## config.mk

```make
export PLATFORM = sky130hd
export DESIGN_NAME = uart_tx_buffered_flat
export DESIGN_NICKNAME = d
export VERILOG_FILES = /design/src/rtl/uart_pkg.sv /design/src/rtl/uart_tx_buffered_if.sv /design/src/rtl/uart_tx_fifo_buf.sv /design/src/rtl/uart_tx_buffered.sv /design/src/flat_wrapper.sv
export SDC_FILE = /design/constraint.sdc
export NUM_CORES = 1
export LEC_CHECK = 0
export BUFFER_PORTS_ARGS = -buffer_cell sky130_fd_sc_hd__clkbuf_2
export CAP_MARGIN = 0
export CELL_PAD_IN_SITES_DETAIL_PLACEMENT = 1
export CELL_PAD_IN_SITES_GLOBAL_PLACEMENT = 1
export CORE_MARGIN = 2
export CORE_UTILIZATION = 45
export DETAILED_ROUTE_END_ITERATION = 12
export PLACE_DENSITY = 0.8
export SYNTH_ARGS = -nofsm -noshare
export SYNTH_HDL_FRONTEND = slang
export SYNTH_HIERARCHICAL = 1
export SYNTH_SLANG_ARGS = --single-unit
```

## constraint.sdc

```tcl
create_clock -name CLK -period 9.9 [get_ports CLK]
set_clock_uncertainty 0.05 [all_clocks]
set_input_delay 0.99 -clock CLK [delete_from_list [all_inputs] [get_ports CLK]]
set_output_delay 0.99 -clock CLK [all_outputs]
set_load 0.01 [all_outputs]
```

## src/rtl/uart_pkg.sv

```systemverilog
// Shared encodings for the buffered UART transmitter: FSM state codes and line constants.
package uart_pkg;

   typedef enum logic [2:0] {
      IDLE   = 3'd0,
      START  = 3'd1,
      DATA   = 3'd2,
      PARITY = 3'd3,
      STOP   = 3'd4
   } tx_state_e;

   localparam logic PAR_EVEN  = 1'b0;
   localparam logic PAR_ODD   = 1'b1;
   localparam logic LINE_IDLE = 1'b1;

endpackage

```

## src/rtl/uart_tx_buffered_if.sv

```systemverilog
// Word-push handshake between the system datapath and the UART transmit buffer.
interface uart_tx_buffered_if #(
   parameter int unsigned DATA_WIDTH = 8
) ();

   logic [DATA_WIDTH-1:0] P_DATA;
   logic                  DATA_VALID;
   logic                  DATA_READY;

   modport master (
      output P_DATA,
      output DATA_VALID,
      input  DATA_READY
   );

   modport slave (
      input  P_DATA,
      input  DATA_VALID,
      output DATA_READY
   );

endinterface

```

## src/rtl/uart_tx_fifo_buf.sv

```systemverilog
// Synchronous word FIFO with fall-through read data and an occupancy count.
module uart_tx_fifo_buf #(
   parameter int unsigned DATA_WIDTH = 8,
   parameter int unsigned FIFO_DEPTH = 4
) (
   input  logic                        clk_i,
   input  logic                        rst_ni,
   input  logic                        push_i,
   input  logic                        pop_i,
   input  logic [DATA_WIDTH-1:0]       wdata_i,
   output logic [DATA_WIDTH-1:0]       rdata_o,
   output logic [$clog2(FIFO_DEPTH):0] count_o
);

   localparam int unsigned PtrW = $clog2(FIFO_DEPTH);
   localparam int unsigned CntW = PtrW + 1;

   logic [DATA_WIDTH-1:0] mem_q [FIFO_DEPTH];
   logic [PtrW-1:0]       wr_ptr_q, wr_ptr_d;
   logic [PtrW-1:0]       rd_ptr_q, rd_ptr_d;
   logic [CntW-1:0]       count_q, count_d;

   // Depth is a power of two, so pointer overflow is the modulo wrap.
   always_comb begin
      wr_ptr_d = push_i ? wr_ptr_q + PtrW'(1) : wr_ptr_q;
      rd_ptr_d = pop_i  ? rd_ptr_q + PtrW'(1) : rd_ptr_q;
      count_d  = count_q;
      case ({push_i, pop_i})
         2'b10:   count_d = count_q + CntW'(1);
         2'b01:   count_d = count_q - CntW'(1);
         default: count_d = count_q;
      endcase
   end

   always_ff @(posedge clk_i or negedge rst_ni) begin
      if (!rst_ni) begin
         wr_ptr_q <= '0;
         rd_ptr_q <= '0;
         count_q  <= '0;
      end else begin
         wr_ptr_q <= wr_ptr_d;
         rd_ptr_q <= rd_ptr_d;
         count_q  <= count_d;
      end
   end

   always_ff @(posedge clk_i) begin
      if (push_i) begin
         mem_q[wr_ptr_q] <= wdata_i;
      end
   end

   assign rdata_o = mem_q[rd_ptr_q];
   assign count_o = count_q;

endmodule

```

## src/rtl/uart_tx_buffered.sv

```systemverilog
// Buffered UART transmitter: FIFO-fed framer with programmable bit period, parity and stop bits.
module uart_tx_buffered
   import uart_pkg::*;
#(
   parameter int unsigned DATA_WIDTH = 8,
   parameter int unsigned FIFO_DEPTH = 4,
   parameter int unsigned PRESCALE_W = 16
) (
   input  logic                        CLK,
   input  logic                        RST,
   uart_tx_buffered_if.slave           in_if,
   input  logic                        PAR_EN,
   input  logic                        PAR_TYPE,
   input  logic                        STOP2,
   input  logic [PRESCALE_W-1:0]       PRESCALE,
   output logic                        S_DATA,
   output logic                        busy,
   output logic [$clog2(FIFO_DEPTH):0] fifo_count
);

   localparam int unsigned CntW = $clog2(FIFO_DEPTH) + 1;
   localparam int unsigned BitW = $clog2(DATA_WIDTH + 1);

   localparam logic [2:0] StIdle   = IDLE;
   localparam logic [2:0] StStart  = START;
   localparam logic [2:0] StData   = DATA;
   localparam logic [2:0] StParity = PARITY;
   localparam logic [2:0] StStop   = STOP;

   logic [2:0]            state_q, state_d;
   logic [DATA_WIDTH-1:0] shift_q, shift_d;
   logic [PRESCALE_W-1:0] presc_q, presc_d;
   logic [PRESCALE_W-1:0] pcnt_q, pcnt_d;
   logic [BitW-1:0]       bcnt_q, bcnt_d;
   logic                  par_en_q, par_en_d;
   logic                  par_bit_q, par_bit_d;
   logic                  stop2_q, stop2_d;
   logic                  s_data_q, busy_q;
   logic                  line;
   logic                  bit_end;
   logic                  push, pop;
   logic [DATA_WIDTH-1:0] fifo_rdata;
   logic [CntW-1:0]       count;

   assign in_if.DATA_READY = (count != CntW'(FIFO_DEPTH));
   assign push             = in_if.DATA_VALID & in_if.DATA_READY;

   uart_tx_fifo_buf #(
      .DATA_WIDTH (DATA_WIDTH),
      .FIFO_DEPTH (FIFO_DEPTH)
   ) u_fifo (
      .clk_i   (CLK),
      .rst_ni  (RST),
      .push_i  (push),
      .pop_i   (pop),
      .wdata_i (in_if.P_DATA),
      .rdata_o (fifo_rdata),
      .count_o (count)
   );

   assign bit_end = (pcnt_q == presc_q - PRESCALE_W'(1));

   always_comb begin
      state_d   = state_q;
      shift_d   = shift_q;
      presc_d   = presc_q;
      pcnt_d    = pcnt_q;
      bcnt_d    = bcnt_q;
      par_en_d  = par_en_q;
      par_bit_d = par_bit_q;
      stop2_d   = stop2_q;
      pop       = 1'b0;
      line      = LINE_IDLE;

      if (state_q != StIdle) begin
         pcnt_d = bit_end ? '0 : pcnt_q + PRESCALE_W'(1);
      end

      case (state_q)
         StIdle: begin
            if (count != '0) pop = 1'b1;
         end
         StStart: begin
            line = 1'b0;
            if (bit_end) state_d = StData;
         end
         StData: begin
            line = shift_q[0];
            if (bit_end) begin
               shift_d = shift_q >> 1;
               if (bcnt_q == BitW'(DATA_WIDTH - 1)) begin
                  bcnt_d  = '0;
                  state_d = par_en_q ? StParity : StStop;
               end else begin
                  bcnt_d = bcnt_q + BitW'(1);
               end
            end
         end
         StParity: begin
            line = par_bit_q;
            if (bit_end) state_d = StStop;
         end
         StStop: begin
            // bcnt_q marks the first of two stop bits when STOP2 was latched.
            if (bit_end) begin
               if (stop2_q && bcnt_q == '0) begin
                  bcnt_d = BitW'(1);
               end else if (count != '0) begin
                  pop = 1'b1;
               end else begin
                  bcnt_d  = '0;
                  state_d = StIdle;
               end
            end
         end
         default: state_d = StIdle;
      endcase

      // Frame format is captured here so later config changes only hit later frames.
      if (pop) begin
         shift_d   = fifo_rdata;
         par_en_d  = PAR_EN;
         stop2_d   = STOP2;
         presc_d   = (PRESCALE == '0) ? PRESCALE_W'(1) : PRESCALE;
         par_bit_d = (^fifo_rdata) ^ (PAR_TYPE == PAR_ODD);
         pcnt_d    = '0;
         bcnt_d    = '0;
         state_d   = StStart;
      end
   end

   always_ff @(posedge CLK or negedge RST) begin
      if (!RST) begin
         state_q   <= StIdle;
         shift_q   <= '0;
         presc_q   <= PRESCALE_W'(1);
         pcnt_q    <= '0;
         bcnt_q    <= '0;
         par_en_q  <= 1'b0;
         par_bit_q <= 1'b0;
         stop2_q   <= 1'b0;
         s_data_q  <= LINE_IDLE;
         busy_q    <= 1'b0;
      end else begin
         state_q   <= state_d;
         shift_q   <= shift_d;
         presc_q   <= presc_d;
         pcnt_q    <= pcnt_d;
         bcnt_q    <= bcnt_d;
         par_en_q  <= par_en_d;
         par_bit_q <= par_bit_d;
         stop2_q   <= stop2_d;
         s_data_q  <= line;
         busy_q    <= (state_q != StIdle);
      end
   end

   assign S_DATA     = s_data_q;
   assign busy       = busy_q;
   assign fifo_count = count;

endmodule

```

## src/flat_wrapper.sv

```systemverilog
// flat-port wrapper written by rule: the top's interface ports become plain ports
module uart_tx_buffered_flat import uart_pkg::*;
#(
   parameter int unsigned DATA_WIDTH = 8,
   parameter int unsigned FIFO_DEPTH = 4,
   parameter int unsigned PRESCALE_W = 16
)
  (CLK, RST, PAR_EN, PAR_TYPE, STOP2, PRESCALE, S_DATA, busy, fifo_count, in_if_P_DATA, in_if_DATA_VALID, in_if_DATA_READY);
  uart_tx_buffered_if #(.DATA_WIDTH(DATA_WIDTH)) in_if_i ();
  input  logic CLK;
  input  logic RST;
  input  logic PAR_EN;
  input  logic PAR_TYPE;
  input  logic STOP2;
  input  logic [PRESCALE_W-1:0] PRESCALE;
  output logic S_DATA;
  output logic busy;
  output logic [$clog2(FIFO_DEPTH):0] fifo_count;
  input wire logic [$bits(in_if_i.P_DATA)-1:0] in_if_P_DATA;
  input wire logic [$bits(in_if_i.DATA_VALID)-1:0] in_if_DATA_VALID;
  output wire logic [$bits(in_if_i.DATA_READY)-1:0] in_if_DATA_READY;
  assign in_if_i.P_DATA = in_if_P_DATA;
  assign in_if_i.DATA_VALID = in_if_DATA_VALID;
  assign in_if_DATA_READY = in_if_i.DATA_READY;
  uart_tx_buffered #(.DATA_WIDTH(DATA_WIDTH), .FIFO_DEPTH(FIFO_DEPTH), .PRESCALE_W(PRESCALE_W)) u_core (.CLK(CLK), .RST(RST), .in_if(in_if_i), .PAR_EN(PAR_EN), .PAR_TYPE(PAR_TYPE), .STOP2(STOP2), .PRESCALE(PRESCALE), .S_DATA(S_DATA), .busy(busy), .fifo_count(fifo_count));
endmodule
```

[After elaboration in Yosys (flattened, before gate mapping)]
Memories as Yosys holds them, arrays and structs flattened.
Cells that the tools add are included.
Storage, ports and cells
  register bits after elaboration: 59
  memory bits (writable): 32
  input bits: 30
  output and inout bits: 6
  logic and storage cells: 88
  memories kept: 1
Memory list
  u_core.u_fifo.mem_q: words 4, bits a word 8, read ports 1, clocked after Yosys merged registers in 0, wr ports 1, RTL line uart_tx_fifo_buf.sv:18  | logic [DATA_WIDTH-1:0] mem_q [FIFO_DEPTH];
Cells by class
  $add $sub $neg: 7
  eq/ne operators: 18
  multiplexer cells: 32
  bitwise gates (word level): 2
  reductions and logical operators: 15
Operators with widths (count)
  $mux W16: 4
  $mux W3: 9
  $mux W4: 6
  $mux W8: 3
  $add A16 B1 Y16 const B: 1
  $eq A16 B16 Y1: 1
  $logic_not A16 Y1: 1
  $sub A16 B1 Y16 const B: 1
  $ne A3 B2 Y1 const B: 5
  $pmux W3 S5: 1
  $ne A3 B3 Y1 const B: 3
  $reduce_bool A3 Y1: 3
  $pmux W4 S2: 1
  $reduce_and A8 Y1: 1
  $reduce_bool A2 Y1: 4
  $reduce_xor A8 Y1: 1
  $eq A3 B2 Y1 const B: 2
  $pmux W3 S2: 1
  $mux W1: 5
  $add A2 B1 Y2 const B: 2
  $add A4 B1 Y4 const B: 1
  $eq A4 B3 Y1 const B: 1
  $logic_not A4 Y1: 1
  $ne A4 B3 Y1 const B: 1
  15 further kinds: 15

[Depth between registers and ports, before layout]
Gate-level depths: netlist of run 1.
  depth in word-level cells: 7
  gate-level depth with buffers: 16
  mapped depth without buffers: 15

[Modules after synthesis]
The synthesis of run 1 kept the hierarchy.
By module, submodules not included
  uart_tx_buffered: instances 1, cells an instance 318, area each 3186.8 µm², sequential area each 1303.8 µm²
  uart_tx_fifo_buf: instances 1, cells an instance 73, area each 1531.5 µm², sequential area each 1136.1 µm²

[Least setup slack after synthesis of run 1]
Ideal clock, no wire load.
  path kind: register to register
  start point: reg u_core.presc_q[0]
  end point: reg u_core.u_fifo.count_q[1] (netlist: u_core/u_fifo/count_o[1])
  setup time: 125 ps
  data arrival time: 3636 ps
  required time: 9725 ps
  path slack: 6089 ps
  cell stages (with the launch flop): 15
  buffers on the path: 1
  period minus slack after synthesis: 3811 ps
  cell sequence: dfstp_2 > inv_1 > ha_1 > or4b_2 > nor4_2 > xnor2_1 > nor4_1 > nand2_1 > nor4b_4 > a21oi_2 > inv_2 > buf_6 > ha_1 > fa_1 > mux2_2
On the way
  longest elaborated chain between the ends: 6
  elaborated cells between the ends (all ways): 8
  classes of those cells: add/sub (1); eq/ne (3); mux (3); reduce/logical (1)
RTL lines
  start, declared: RTL line uart_tx_buffered.sv:32  | logic [PRESCALE_W-1:0] presc_q, presc_d;
  start signal, assigned: RTL line uart_tx_buffered.sv:147  | presc_q <= presc_d;
  $sub A16 B1 Y16 *: RTL line uart_tx_buffered.sv:61  | assign bit_end = (pcnt_q == presc_q - PRESCALE_W'(1));
  $eq A16 B16 Y1 *: RTL line uart_tx_buffered.sv:61
  $mux W1 *: RTL line uart_tx_buffered.sv:105  | if (bit_end) begin
  $pmux W1 S2 *: RTL line uart_tx_buffered.sv:79  | case (state_q)
  net u_core.pop: RTL line uart_tx_buffered.sv:41  | logic push, pop;
  $eq A2 B1 Y1 or $eq A2 B2 Y1 (tied branches): RTL line uart_tx_fifo_buf.sv:28  | case ({push_i, pop_i})
  $pmux W3 S2 *: RTL line uart_tx_fifo_buf.sv:28
  net u_core.u_fifo.count_d[1]: RTL line uart_tx_fifo_buf.sv:21  | logic [CntW-1:0] count_q, count_d;
  end signal, assigned: RTL line uart_tx_fifo_buf.sv:43  | count_q <= count_d;
  end, declared: RTL line uart_tx_fifo_buf.sv:21
Mark *: on every way through the listed nets, which the timed path passes. The rest lies on a longest branch.
A chain may end at the register's enable or synchronous reset.

[Worst setup path after layout of run 1]
  start point: reg u_core.presc_q[0]
  end point: reg u_core.u_fifo.count_q[1] (netlist: u_core/u_fifo/count_o[1])
On the way
  longest elaborated chain between the ends: 6
  elaborated cells between the ends (all ways): 8
  classes of those cells: add/sub (1); eq/ne (3); mux (3); reduce/logical (1)
RTL lines (RTL line)
  $sub A16 B1 Y16 *: uart_tx_buffered.sv:61
  $eq A16 B16 Y1 *: uart_tx_buffered.sv:61
  $mux W1 *: uart_tx_buffered.sv:105
  $pmux W1 S2 *: uart_tx_buffered.sv:79
  $eq A2 B1 Y1 or $eq A2 B2 Y1 (tied branches): uart_tx_fifo_buf.sv:28
  $pmux W3 S2 *: uart_tx_fifo_buf.sv:28
  net u_core.u_fifo.count_d[1]: uart_tx_fifo_buf.sv:21
Marked as above.

==> results.sh, run 1 <==
export IMPL_wire_per_inst_um=18.5
export IMPL_fmax_ghz=0.202
export IMPL_grt_max_degree=60
export IMPL_synth_edf_count=32
export IMPL_synth_top_area_cell="dfrtp_1"
export IMPL_finalSetupTns_ps=0
export IMPL_grt_pass1_wl_um=17800
export IMPL_synthCells=391
export IMPL_rsz0062_at_grt="no"
export IMPL_synth_main_ff_cell="dfrtp_1"
export IMPL_synth_simple_area_share_pct=14.5
export IMPL_setup_viol=0
export IMPL_finalCriticalPeriod_ps=4940
export IMPL_drtIter0Drc=127
export IMPL_reg2reg_to="u_core/u_fifo/count_o[1]$_DFFE_PN0P_"
export IMPL_insertion_delay_ps=390
export IMPL_syn_nets=431
export IMPL_crit_type="reg -> reg"
export IMPL_grt_total_usage_pct=20.4
export IMPL_netlist_area_leader_share_pct=30.2
export IMPL_rr_worst_depth=13
export IMPL_relSlewSlack_pct=37.1
export IMPL_htree_levels=3
export IMPL_drtAntennaViolNets=0
export IMPL_drt_pass1_iter_count=4
export IMPL_drt_total_wl_um=10400
export IMPL_power_mw=1.53
export IMPL_yosysMostFrequentCell="dfrtp_1"
export IMPL_synth_adder_area_share_pct=2.81
export IMPL_drv_slew=0
export IMPL_die_w_um=106
export IMPL_vdd_drop_max_v=0.000194
export IMPL_viasPerCell=5.67
export IMPL_ys_ff_latch=91
export IMPL_vias=3198
export IMPL_hold_start="u_core/stop2_q$_DFFE_PN0P_"
export IMPL_min_path_cells=1
export IMPL_hold_buffers=0
export IMPL_dieHeight_um=106
export IMPL_dp_cells=548
export IMPL_seq_area_frac_synth_pct=51.7
export IMPL_startpoint_type="flop"
export IMPL_min_to="u_core/stop2_q$_DFFE_PN0P_"
export IMPL_status="finished clean"
export IMPL_fin_cells=564
export IMPL_die_area_um2=11300
export IMPL_cts_tree="done"
export IMPL_layout_worst_path_cycle_share_pct=49.9
export IMPL_synth_cell_type_count=62
export IMPL_synth_top_family_by_area="simple AND/OR/NAND/NOR gates"
export IMPL_drive_above_1_share_pct=19.6
export IMPL_route_detailed_drc=0
export IMPL_place_gp_congestion=0.860
export IMPL_postCtsSetupBuffers=0
export IMPL_finalInstanceArea_um2=5200
export IMPL_antenna_found_initial=0
export IMPL_clk_path_buf_depth=2
export IMPL_cts_sinks=91
export IMPL_p_leak_nw=2.05
export IMPL_critPathMaxFanout=24
export IMPL_cts_resized=0
export IMPL_area_growth_pct=10.3
export IMPL_clkTransAtPathRegs_ps=100
export IMPL_synth_area_um2=4720
export IMPL_synth_compound_area_share_pct=9.41
export IMPL_num_antenna_cells=0
export IMPL_yosys_warnings=6
export IMPL_rows=37
export IMPL_start_util_pct=46.1
export IMPL_post_dp_hpwl_um=7420
export IMPL_tightest_slew_ps=936
export IMPL_cp_data_arrival_time_ps=5170
export IMPL_io_pin_count=36
export IMPL_numCtsBuffers=9
export IMPL_synth_area_top_cells="dfrtp_1, edfxtp_1, xnor2_1"
export IMPL_gr_total_overflow=0
export IMPL_r2r_start="u_core/presc_q[0]$_DFFE_PN1P_"
export IMPL_min_path_type="reg -> reg"
export IMPL_rrSetupSlack_ps=4960
export IMPL_dpl_cell_area_um2=4990
export IMPL_nets=463
export IMPL_grt_pass1_vias=3389
export IMPL_synthTopCellsByCount="dfrtp_1, nor2_1, edfxtp_1"
export IMPL_coreArea_um2=10200
export IMPL_syn_area_per_cell_um2=12.1
export IMPL_crit_required_ps=10130
export IMPL_synthMuxAreaShare_pct=9.71
export IMPL_cap_violations=0
export IMPL_p_per_area_nw_per_um2=294
export IMPL_io_buffers=35
export IMPL_final_hold_viol_count=0
export IMPL_async_flop_share_pct=64.8
export IMPL_cp_end_kind="flop"
export IMPL_cts_root_buf="clkbuf_8"
export IMPL_synth_xor_area_share_pct=8.72
-- sequential cells by signal, indices dropped and copies added (netlist names), 2 cells and up --
name and count:
u_core/state_q 3, u_core/u_fifo/rd_ptr_q 2, u_core/u_fifo/count_o 3, u_core/pcnt_q 16, u_core/bcnt_q 4, u_core/u_fifo/mem_q 32
u_core/u_fifo/wr_ptr_q 2, u_core/presc_q 16, u_core/shift_q 8
-- where the power goes --
part	switching [mW]	internal, mW
clock	0.150	0.124
combinational	0.315	0.307
sequential	0.123	0.510
total	0.588	0.941
-- kinds of logic after synthesis --
kind of cell    after synthesis
compound gates               56
xor+xnor                     47
fa+ha+maj                    10
buf+inv                      32
flops                        91
mux                          33
simple gates                122
-- critical path: stages (launching register included) --
cell and delay, ps:
dfstp_2 400, inv_1 80, ha_1 220, or4b_2 640
nor4_2 280, xnor2_1 100, nor4_1 270, nand2_1 170
nor4b_4 820, a21oi_2 290, inv_2 500, ha_1 320
fa_1 430, mux2_2 270
-- per-stage QoR --
step | setup slack, ps | util [%] | hold WS [ps]
2_1_floorplan | 6090 | - | 400
3_3_place_gp | 5130 | 48.8 | 434
3_5_place_dp | 4960 | 48.8 | 427
4_1_cts | 4940 | 50.9 | 463
5_1_grt | 4600 | 50.9 | 492
6_report | 4960 | 50.9 | 456
-- worst max-delay path by stage --
stage	depth (start not counted)	start	to	slack, ps
2_1_floorplan	14	u_core/presc_q[0]$_DFFE_PN1P_	u_core/u_fifo/count_o[1]$_DFFE_PN0P_	6090
3_3_place_gp	13	u_core/presc_q[1]$_DFFE_PN0P_	u_core/u_fifo/count_o[1]$_DFFE_PN0P_	5130
3_5_place_dp	13	u_core/presc_q[0]$_DFFE_PN1P_	u_core/u_fifo/count_o[1]$_DFFE_PN0P_	4960
4_1_cts	13	u_core/presc_q[0]$_DFFE_PN1P_	u_core/u_fifo/count_o[1]$_DFFE_PN0P_	4940
5_1_grt	13	u_core/presc_q[1]$_DFFE_PN0P_	u_core/u_fifo/count_o[1]$_DFFE_PN0P_	4600
6_report	13	u_core/presc_q[0]$_DFFE_PN1P_	u_core/u_fifo/count_o[1]$_DFFE_PN0P_	4960
-- placed cells by master, fill, tap and decap left out, types with 4 or more instances in the layout --
master    Yosys  routed
nand2_1      15      15
and3_1        4       4
a211o_1       8       8
nand3_1       9       9
nor2b_1       5       5
edfxtp_1     32      32
ha_1          9       9
and2_1        6       6
o21ai_0       6       6
mux4_2        8       8
xor2_1       19      19
nor3_1       10      10
o31ai_1       4       4
nor2_1       36      36
xnor2_1      28      28
a21o_1        5       5
clkbuf_8      0       9
nor4_1        7       7
nand2b_1      5       5
a21oi_1       5       5
clkbuf_2      0      35
o221a_2       8       8
inv_1        15      15
nand4_1       5       5
mux2_1       19      19
dfrtp_1      57      57
-- layer usage --
| metal | share of wire, % | global-route usage [%] |
|---|---|---|
| met1 | 46 | 27.8 |
| met3 | 4.0 | 5.70 |
| met4 | 0.80 | 4.89 |
| met2 | 49 | 32.4 |
| met5 | 0 | 0 |
-- area by class of cell --
class,instances,area [um^2]
timing repair buffer,37,190
clock inverter,7,88.8
multi-input combinational,268,2130
fill,1077,5030
tap,136,170
inverter,16,60.1
clock buffer,9,124
sequential,91,2440
Note: power is estimated with default switching activity, not from simulation.
==> inputs of run 2 (changes only) <==
==> constraint.sdc (replaced) <==
create_clock -name CLK -period 4.67 [get_ports CLK]
set_clock_uncertainty 0.05 [all_clocks]
set_input_delay 0.467 -clock CLK [delete_from_list [all_inputs] [get_ports CLK]]
set_output_delay 0.467 -clock CLK [all_outputs]
set_load 0.01 [all_outputs]
==> run 2 against run 1 <==
Non-clock buffer count up 4; clock power up 95%; cell count up 0.71%; worst setup slack worse by 4300 ps; critical path type unchanged; sequential share of layout area down 0.20 points; critical path depth unchanged; first-iteration DRC count up 20%; combinational power up 120%; register-to-register slack worse by 4300 ps.
==> results.sh, run 2 (synthesis results as in run 1) <==
export IMPL_vias=3204
export IMPL_place_gp_congestion=0.810
export IMPL_post_dp_hpwl_um=7380
export IMPL_dieHeight_um=106
export IMPL_fin_cells=568
export IMPL_viasPerCell=5.64
export IMPL_dp_cells=552
export IMPL_rsz0062_at_grt="no"
export IMPL_relSlewSlack_pct=48.1
export IMPL_numCtsBuffers=9
export IMPL_drtAntennaViolNets=0
export IMPL_final_hold_viol_count=0
export IMPL_coreArea_um2=10200
export IMPL_die_w_um=106
export IMPL_crit_required_ps=4910
export IMPL_insertion_delay_ps=360
export IMPL_finalSetupTns_ps=0
export IMPL_crit_type="reg -> reg"
export IMPL_setup_viol=0
export IMPL_tightest_slew_ps=779
export IMPL_drt_pass1_iter_count=4
export IMPL_io_pin_count=36
export IMPL_cts_sinks=91
export IMPL_clkTransAtPathRegs_ps=100
export IMPL_cp_end_kind="flop"
export IMPL_htree_levels=3
export IMPL_p_per_area_nw_per_um2=615
export IMPL_clk_path_buf_depth=2
export IMPL_layout_worst_path_cycle_share_pct=85.8
export IMPL_largest_reg_flops=32
export IMPL_grt_most_used_layer="met2"
export IMPL_grt_pass1_wl_um=17100
export IMPL_largest_registers="u_core/u_fifo/mem_q (32), u_core/pcnt_q (16), u_core/presc_q (16)"
export IMPL_drv_slew=0
export IMPL_min_path_type="in -> async"
export IMPL_area_growth_pct=10.8
export IMPL_cts_tree="done"
export IMPL_wire_per_inst_um=18.2
export IMPL_use_met1_pct=26.1
export IMPL_gr_total_overflow=0
export IMPL_regMostFlops="u_core/u_fifo/mem_q"
export IMPL_nets=467
export IMPL_drive_above_1_share_pct=20.4
export IMPL_hold_buffers=0
export IMPL_cap_violations=0
export IMPL_rows=37
export IMPL_route_detailed_drc=0
export IMPL_fillers=1094
export IMPL_fmax_ghz=0.249
export IMPL_num_antenna_cells=0
export IMPL_drt_total_wl_um=10300
export IMPL_die_area_um2=11300
export IMPL_drtIter0Drc=152
export IMPL_p_leak_nw=2.07
export IMPL_cp_data_arrival_time_ps=4250
export IMPL_use_met2_pct=31.8
export IMPL_status="finished clean"
export IMPL_use_met3_pct=3.62
export IMPL_cts_root_buf="clkbuf_8"
export IMPL_cts_resized=0
export IMPL_grt_max_degree=60
export IMPL_grt_total_usage_pct=19.6
export IMPL_finalCriticalPeriod_ps=4010
export IMPL_grt_pass1_vias=3349
export IMPL_final_common_cell="dfrtp_1"
export IMPL_vdd_drop_max_v=0.000282
export IMPL_final_cell_mix="dfrtp_1, nor2_1, clkbuf_2"
export IMPL_antenna_found_initial=0
export IMPL_startpoint_type="flop"
export IMPL_io_buffers=35
export IMPL_postCtsSetupBuffers=0
export IMPL_power_mw=3.22
export IMPL_critPathMaxFanout=9
export IMPL_start_util_pct=46.1
==> run 2: cell types whose count changed in the layout (fill, tap and decap cells not counted), sizes merged <==
cell	delta
clkinv	+4
inv	-2
bufinv	-1
clkinvlp	-1
buf	+4
==> run 2: cell type report <==
class	count	area, um^2	area share (%)
clock buffer	9	124	2.37
clock inverter	7	81.3	1.56
inverter	16	60.1	1.15
multi-input combinational	268	2130	40.8
sequential	91	2440	46.7
tap	136	170	3.26
timing repair buffer	41	220	4.21
==> run 2: through the flow <==
stage                     cell area, um^2  worst slack, ps  util (%)  hold slack [ps]
after detailed placement             5020              663      49.1              440
after floorplan                      4720              859         -              121
after CTS                            5230              642      51.1              220
final                                5230              661      51.1              206
after global routing                 5230              449      51.1              240
after global placement               5020              818      49.1              429
==> run 2: routing by layer <==
metal / wire length [um] / vias to the layer above
met5: 0 / -
met4: 184 / 0
met3: 359 / 17
met2: 4990 / 70
met1: 4800 / 1613
li1: - / 1504
==> run 2: worst paths after layout <==
check / to / startpoint / cells past startpoint / slack, ps
max: u_core/u_fifo/count_o[2]$_DFFE_PN0P_ / u_core/presc_q[4]$_DFFE_PN0P_ / 13 / 660
min: u_core/presc_q[9]$_DFFE_PN0P_ / RST / 2 / 210
max reg2reg: u_core/u_fifo/count_o[2]$_DFFE_PN0P_ / u_core/presc_q[4]$_DFFE_PN0P_ / 13 / 660
min reg2reg: u_core/stop2_q$_DFFE_PN0P_ / u_core/stop2_q$_DFFE_PN0P_ / 1 / 460
max in group asynchronous: u_core/u_fifo/count_o[0]$_DFFE_PN0P_ / RST / 2 / 3850
min in group CLK: u_core/u_fifo/mem_q[0][1]$_DFFE_PP_ / in_if_P_DATA[1] / 1 / 260
==> run 2: worst max-delay path, cell delays in order, from the launching register on <==
cell and delay [ps]:
dfrtp_1 430, or4_1 700, nor4b_4 380, mux2_1 350, mux2i_1 140, o21a_2 230, nor4b_4 70, a21oi_2 430
inv_2 80, ha_1 240, fa_1 390, xnor2_1 140, nor2_1 140, xor2_1 160
==> run 2: power breakdown <==
| group | switching (mW) | internal (mW) | total [mW] |
|---|---|---|---|
| registers | 0.260 | 1.08 | 1.34 |
| clock network | 0.321 | 0.214 | 0.534 |
| logic | 0.673 | 0.668 | 1.34 |
==> inputs of run 3 (changes only) <==
--- a/config.mk
+++ b/config.mk
@@ -7,12 +7,10 @@
 export LEC_CHECK = 0
 export BUFFER_PORTS_ARGS = -buffer_cell sky130_fd_sc_hd__clkbuf_2
 export CAP_MARGIN = 0
-export CELL_PAD_IN_SITES_DETAIL_PLACEMENT = 1
-export CELL_PAD_IN_SITES_GLOBAL_PLACEMENT = 1
 export CORE_MARGIN = 2
 export CORE_UTILIZATION = 45
 export DETAILED_ROUTE_END_ITERATION = 12
-export PLACE_DENSITY = 0.8
+export PLACE_DENSITY = 0.69
 export SYNTH_ARGS = -nofsm -noshare
 export SYNTH_HDL_FRONTEND = slang
 export SYNTH_HIERARCHICAL = 1
==> run 3 against run 2 <==
Non-clock buffer count decreased by 2; worst setup slack improved by 74 ps; die area is the same; design area decreased by 0.38%; cell count decreased by 0.35%; maximum frequency increased by 1.9%; register-to-register slack improved by 70 ps; sequential power hardly changed.
==> results.sh, run 3 (synthesis results as in run 1) <==
export IMPL_cpPeakStageDelay_ps=690
export IMPL_finalCriticalPeriod_ps=3930
export IMPL_status="finished clean"
export IMPL_setup_viol=0
export IMPL_hold_buffers=0
export IMPL_post_dp_hpwl_um=6570
export IMPL_finalSetupTns_ps=0
export IMPL_crit_slowest_cell="or4_1"
export IMPL_tightest_slew_ps=873
export IMPL_drtIter0Drc=173
export IMPL_cts_tree="done"
export IMPL_clkTransAtPathRegs_ps=100
export IMPL_viasPerCell=5.64
export IMPL_rrSetupSlack_ps=740
export IMPL_rsz0062_at_grt="no"
export IMPL_relSlewSlack_pct=41.4
export IMPL_critPathMaxFanout=9
export IMPL_regMostFlops="u_core/u_fifo/mem_q"
export IMPL_coreArea_um2=10200
export IMPL_nets=465
export IMPL_largest_registers="u_core/u_fifo/mem_q (32), u_core/pcnt_q (16), u_core/presc_q (16)"
export IMPL_drive_above_1_share_pct=20.0
export IMPL_vias=3194
export IMPL_rows=37
export IMPL_cts_resized=0
export IMPL_numCtsBuffers=9
export IMPL_drt_pass1_iter_count=4
export IMPL_largest_reg_flops=32
export IMPL_crit_required_ps=4910
export IMPL_path_cells="or4_1 -> nor4b_4 -> mux2_1 -> mux2i_1 -> o21a_2 -> nor4b_4 -> a21oi_2 -> inv_2 -> ha_1 -> fa_1 -> xnor2_1 -> nor2_1 -> xor2_1"
export IMPL_final_common_cell="dfrtp_1"
export IMPL_p_leak_nw=2.06
export IMPL_cp_data_arrival_time_ps=4170
export IMPL_final_hold_viol_count=0
export IMPL_grt_pass1_vias=3187
export IMPL_cap_violations=0
export IMPL_drv_slew=0
export IMPL_gr_total_overflow=0
export IMPL_drtAntennaViolNets=0
export IMPL_min_path_type="in -> async"
export IMPL_htree_levels=3
export IMPL_layout_worst_path_cycle_share_pct=84.3
export IMPL_area_growth_pct=10.3
export IMPL_grt_total_usage_pct=17.5
export IMPL_r2r_start="u_core/presc_q[4]$_DFFE_PN0P_"
export IMPL_fillers=898
export IMPL_route_detailed_drc=0
export IMPL_reg2reg_to="u_core/u_fifo/count_o[2]$_DFFE_PN0P_"
export IMPL_cts_sinks=91
export IMPL_place_gp_congestion=0.867
export IMPL_power_mw=3.16
export IMPL_num_antenna_cells=0
export IMPL_path_common_cell="nor4b_4"
export IMPL_final_cell_mix="dfrtp_1, nor2_1, clkbuf_2"
export IMPL_grt_max_degree=60
export IMPL_fmax_ghz=0.254
export IMPL_rr_worst_depth=13
export IMPL_grt_pass1_wl_um=15300
export IMPL_dieHeight_um=106
export IMPL_postCtsSetupBuffers=0
export IMPL_die_w_um=106
export IMPL_clk_path_buf_depth=2
export IMPL_vdd_drop_max_v=0.000243
export IMPL_dpl_cell_area_um2=5010
export IMPL_crit_type="reg -> reg"
export IMPL_wire_per_inst_um=16.3
export IMPL_drt_total_wl_um=9230
export IMPL_cp_end_kind="flop"
export IMPL_start_util_pct=46.1
export IMPL_p_per_area_nw_per_um2=606
export IMPL_antenna_found_initial=0
export IMPL_finalInstanceArea_um2=5210
export IMPL_io_buffers=35
export IMPL_io_pin_count=36
export IMPL_insertion_delay_ps=370
export IMPL_die_area_um2=11300
export IMPL_startpoint_type="flop"
export IMPL_cts_root_buf="clkbuf_8"
-- run 3: cell count changes in the layout (fill, tap and decap cells not counted), sizes merged --
cell    before  now
buf          6    4
clkinv       4    3
inv         19   20
-- run 3: worst max-delay path by stage --
| stage | start | end | slack (ps) | depth (start not counted) |
|---|---|---|---|---|
| floorplan | u_core/presc_q[0]$_DFFE_PN1P_ | u_core/u_fifo/count_o[1]$_DFFE_PN0P_ | 860 | 14 |
| global placement | u_core/presc_q[4]$_DFFE_PN0P_ | u_core/u_fifo/count_o[2]$_DFFE_PN0P_ | 860 | 13 |
| detailed placement | u_core/presc_q[4]$_DFFE_PN0P_ | u_core/u_fifo/count_o[2]$_DFFE_PN0P_ | 770 | 13 |
| CTS | u_core/presc_q[4]$_DFFE_PN0P_ | u_core/u_fifo/count_o[2]$_DFFE_PN0P_ | 730 | 13 |
| global route | u_core/presc_q[4]$_DFFE_PN0P_ | u_core/u_fifo/count_o[2]$_DFFE_PN0P_ | 540 | 13 |
| finish | u_core/presc_q[4]$_DFFE_PN0P_ | u_core/u_fifo/count_o[2]$_DFFE_PN0P_ | 740 | 13 |
-- run 3: per-stage QoR --
step	cells	setup WS, ps	util (%)	hold slack (ps)
global placement	550	862	48.9	424
detailed placement	550	772	48.9	433
CTS	566	733	50.9	215
finish	566	735	50.9	201
floorplan	391	859	-	121
global route	566	536	50.9	243
-- run 3: layout make-up --
| cell class | count | area (um^2) | area share [%] |
|---|---|---|---|
| inverter | 16 | 60.1 | 1.15 |
| clock buffer | 9 | 124 | 2.38 |
| multi-input combinational | 268 | 2130 | 40.9 |
| sequential | 91 | 2440 | 46.9 |
| tap | 136 | 170 | 3.27 |
| clock inverter | 7 | 76.3 | 1.47 |
| timing repair buffer | 39 | 205 | 3.94 |
-- run 3: critical path, delay by kind of cell, from the launching register on --
kind / cells / cell delay, ps
mux: 2 / 490
simple gates: 4 / 1260
compound gates: 2 / 650
fa+ha+maj: 2 / 610
buf+inv: 1 / 70
flops: 1 / 430
xor+xnor: 2 / 280
-- run 3: metal layers --
layer	up-vias	share of wire (%)	routed length [um]	GRT usage, %
li1	1505	-	-	-
met5	-	0	0	0
met2	79	48	4470	28.9
met4	0	2.0	187	6.95
met1	1591	45	4200	22.9
met3	19	4.0	372	3.07
-- run 3: power breakdown --
part           internal (mW)  switching (mW)
combinational          0.657           0.644
sequential              1.08           0.241
clock                  0.213           0.321
